$ cat config.mk
export PLATFORM = sky130hd
export DESIGN_NAME = srv_line_fill
export DESIGN_NICKNAME = d
export VERILOG_FILES = /design/src/rtl/srv_line_fill.sv
export SDC_FILE = /design/constraint.sdc
export NUM_CORES = 1
export LEC_CHECK = 0
export ABC_AREA = 1
export CORE_MARGIN = 3
export CORE_UTILIZATION = 26
export DETAILED_ROUTE_END_ITERATION = 10
export PLACE_DENSITY = 0.55
export SYNTH_ARGS = -nofsm -noshare
export SYNTH_HDL_FRONTEND = slang
export SYNTH_SLANG_ARGS = --single-unit
$ cat constraint.sdc
create_clock -name clk -period 19.2 [get_ports clk]
set_clock_uncertainty 0.15 [all_clocks]
set_input_delay 5.76 -clock clk [delete_from_list [all_inputs] [get_ports clk]]
set_output_delay 5.76 -clock clk [all_outputs]
set_load 0.01 [all_outputs]
$ cat src/rtl/srv_line_fill.sv
// Instruction-cache line-fill responder: reads one ROM word per beat (with optional
// wait states), assembles a full cache line and returns it with a one-cycle response pulse.
module srv_line_fill #(
    parameter int WORDS_PER_LINE = 4,
    parameter int WAIT_CYCLES    = 0
) (
    input  logic                         clk,
    input  logic                         rst,
    input  logic [31:0]                  ext_addr_i,
    input  logic                         ext_req_i,
    output logic                         ext_rsp_o,
    output logic [32*WORDS_PER_LINE-1:0] ext_data_o,
    output logic [31:0]                  rom_addr_o,
    input  logic [31:0]                  rom_data_i,
    output logic                         busy_o
);

    localparam int OFF_W = $clog2(WORDS_PER_LINE);
    localparam logic [OFF_W-1:0] LAST_WORD = OFF_W'(WORDS_PER_LINE - 1);
    localparam logic [3:0]       WAIT_LAST = 4'(WAIT_CYCLES);

    typedef enum logic [1:0] {IDLE, FETCH, RESP} state_t;

    state_t           state;
    logic [31:0]      base;
    logic [OFF_W-1:0] wcnt;
    logic [3:0]       wt;

    // rom_addr_o is kept as a register so every output comes straight from a flop;
    // the word offset only ever replaces the zeroed low bits, so it cannot carry.
    always_ff @(posedge clk or posedge rst) begin
        if (rst) begin
            state      <= IDLE;
            base       <= '0;
            wcnt       <= '0;
            wt         <= '0;
            ext_rsp_o  <= 1'b0;
            busy_o     <= 1'b0;
            ext_data_o <= '0;
            rom_addr_o <= '0;
        end else begin
            ext_rsp_o <= 1'b0;
            case (state)
                IDLE: begin
                    if (ext_req_i) begin
                        base       <= {ext_addr_i[31:OFF_W], {OFF_W{1'b0}}};
                        rom_addr_o <= {ext_addr_i[31:OFF_W], {OFF_W{1'b0}}};
                        wcnt       <= '0;
                        wt         <= '0;
                        busy_o     <= 1'b1;
                        state      <= FETCH;
                    end
                end
                FETCH: begin
                    if (wt != WAIT_LAST) begin
                        wt <= 4'(wt + 1'b1);
                    end else begin
                        wt <= '0;
                        ext_data_o[{wcnt, 5'b0} +: 32] <= rom_data_i;
                        if (wcnt == LAST_WORD) begin
                            rom_addr_o <= base;
                            ext_rsp_o  <= 1'b1;
                            state      <= RESP;
                        end else begin
                            wcnt       <= OFF_W'(wcnt + 1'b1);
                            rom_addr_o <= {base[31:OFF_W], OFF_W'(wcnt + 1'b1)};
                        end
                    end
                end
                RESP: begin
                    busy_o <= 1'b0;
                    state  <= IDLE;
                end
                default: begin
                    busy_o <= 1'b0;
                    state  <= IDLE;
                end
            endcase
        end
    end

endmodule

==> flow_summary.yaml <==
status:
  status: "complete, no violations"
critical_path:
  max_stage_delay_ns: 0.65
  crit_fanout: 37
  cp_data_required_time_ns: 19.39
  end_kind: "register"
  cp-start-kind: "input pin"
  worstPathArrival_ns: 8.53
  crit_chain: "clkdlybuf4s50_1, nand3_2, nand2_1, buf_4, nand2_1, buf_4, nand2_1, nand2_1"
  cpMaxStageDelayCell: "nand3_2"
  worstSetupPathType: "in -> reg"
  cpMostUsedCell: "nand2_1"
sta:
  period_needed_ns: 8.346
  period_share_pct: 43.47
  setup-tns-final_ns: 0
  worst_slew_pin_slew_ns: 1.135
  max_slew_margin_pct: 24.28
  fmax_mhz: 119.8
  setup_ws_ns: 10.85
  setup_viol: 0
  timing_hold_violations_final: 0
  grt_setup_unrepaired: "no"
  slew_violations: 0
logic_synthesis:
  syn_inst: 1192
  synth_ff_type: "dfrtp_1"
  synth_area_leaders: "dfrtp_1, nand2_1, nor2_1"
  synth_top_area_cell: "dfrtp_1"
  synthArstFlopShare_pct: 100.0
  synth_top_family_by_area: "simple AND/OR/NAND/NOR gates"
  synthMostInstantiatedCell: "nand2_1"
  synth_fa_ha_area_share_pct: 1.115
  synth.area.mux_share_pct: 0
  seq_area_frac_synth_pct: 55.73
  yosysUniqueCellTypes: 17
  synth_edf_count: 0
  synth_seq_cells: 200
  synth_commonest_cells: "nand2_1, dfrtp_1, nor2_1"
  syn_nets: 1267
  synth_top_cell_area_share_pct: 55.73
  syn_area_mm2: 0.008981
  avgSynthCellArea_um2: 7.534
  synth_xor_area_share_pct: 0.09752
  yosys.area_share.simple_pct: 37.67
  yosysWarnings: 0
  synth_compound_area_share_pct: 0.2229
placement:
  place_congestion: 0.8134
  post-dp-hpwl_um: 18670
  dp_slack_ns: 10.33
  port_buffers: 226
finish:
  multiInputGateArea_mm2: 0.003527
  fillCellCount: 3498
  antenna_cells: 0
  seq_area_mm2: 0.005005
  syn2layout_area_growth_pct: 36.64
  final_util_pct: 36.32
  nets: 1462
  drive_gt1_share_pct: 4.143
power:
  peakVddDrop_mv: 0.07323
  p_leak_nw: 6.357
  finalPower_mw: 2.055
  cellPowerDensity_mw_per_mm2: 167.5
run:
  drv_cap: 0
die:
  coreArea_mm2: 0.03378
  die_y_um: 191.9
  die_x_um: 191.9
  ios: 229
  die_area_mm2: 0.03681
  row_count: 67
  start_util_pct: 26.58
cts:
  htreeDepth: 4
  worstSkewPairLatency_ns: 0.45
  root_buffer: "clkbuf_16"
  cts_buffers: 17
  cts_tree: "yes"
  clock-sinks: 200
  holdBufCountCts: 0
  cts_buffer_depth: 2
  cts_resized: 0
  cts_setup_buffers: 0
  path_clk_slew_ns: 0.07
route:
  wl_per_cell_um: 15.76
  drtAntennaViolNets: 0
  drt_wl_total_um: 29120
  route.detailed.drc: 0
  vias: 7979
  drt-initial-drc-count: 454
  viasPerCell: 4.318
  dr.pass1.iters: 5
global_route:
  grt_pass1_wl_um: 45940
  antenna_found_initial: 0
  grt_pass1_vias: 7958
  grt_max_degree: 138
  grt_usage_pct: 16.16
  grt_overflow: 0
hold_path:
  holdCritPathClass: "reg -> reg"
-- state kept, by name, summed over array words and instances, names as in the netlist --
| name | cells |
|---|---|
| busy_o | 1 |
| ext_data_o | 128 |
| ext_rsp_o | 1 |
| state | 2 |
| base | 30 |
| wcnt | 2 |
| rom_addr_o | 32 |
| wt | 4 |
-- report_power, final --
group / switching [mW] / total, mW / internal [mW] / leakage, nW
logic: 0.563 / 0.966 / 0.403 / 3.40
clock network: 0.179 / 0.387 / 0.208 / 0.297
registers: 0.105 / 0.702 / 0.597 / 2.66
-- cells by family after synthesis --
logic type      count (synthesis)
fa+ha+maj                       8
flops                         200
simple gates                  865
xor+xnor                        1
buf+inv                       114
compound gates                  4
-- per-layer routing --
metal	track usage, %	up-vias	wire length [um]
met5	0	-	0
met2	25.25	202	13080
met4	3.895	0	413
met1	22.28	3768	13830
li1	-	3985	-
met3	4.362	24	1792
-- metrics by stage --
| step | hold WS [ns] | area, um2 | std cells |
|---|---|---|---|
| after detailed placement | 0.3076 | 11660 | 1816 |
| after floorplan | 0.2992 | 8981 | 1192 |
| after global routing | 0.3425 | 12270 | 1848 |
| after CTS | 0.3291 | 12270 | 1848 |
| after global placement | 0.3092 | 11660 | 1816 |
| final | 0.3240 | 12270 | 1848 |
-- worst paths after layout --
path	startpoint	to	slack (ns)	depth (start not counted)
worst max-delay path	ext_req_i	rom_addr_o[8]	10.85	8
worst min-delay path	rom_addr_o[0]	rom_addr_o[0]	0.32	2
worst max register to register	state[1]	rom_addr_o[8]	16.09	8
worst min register to register	rom_addr_o[0]	rom_addr_o[0]	0.32	2
max in group asynchronous	rst	ext_data_o[12]	11.75	3
min in group asynchronous	rst	rom_addr_o[28]	5.75	2
-- critical path: cells and delay by family --
kind / cells / cell delay (ns)
buffers and inverters: 3 / 1.25
AND/OR/NAND/NOR: 5 / 1.48
-- layout by cell type (no fill, tap or decap), drive strengths merged --
| cell | synthesis | layout |
|---|---|---|
| ha | 8 | 8 |
| o21ai | 4 | 4 |
| dfrtp | 200 | 200 |
| buf | 38 | 15 |
| nand4 | 6 | 6 |
| nand2 | 650 | 650 |
| nand3 | 69 | 69 |
| clkbuf | 27 | 17 |
| clkinvlp | 0 | 2 |
| nor2 | 140 | 140 |
| clkinv | 0 | 4 |
| bufinv | 0 | 3 |
| xnor2 | 1 | 1 |
| clkdlybuf4s50 | 0 | 226 |
| inv | 49 | 55 |
-- final cells by class --
type                       instances  area share [%]
clock buffer                      17           3.467
clock inverter                    15           1.529
inverter                          49           1.560
multi-input combinational        878           28.74
sequential                       200           40.78
tap                              448           4.568
timing repair buffer             241           19.35
Power figures use the tool's default switching activity.
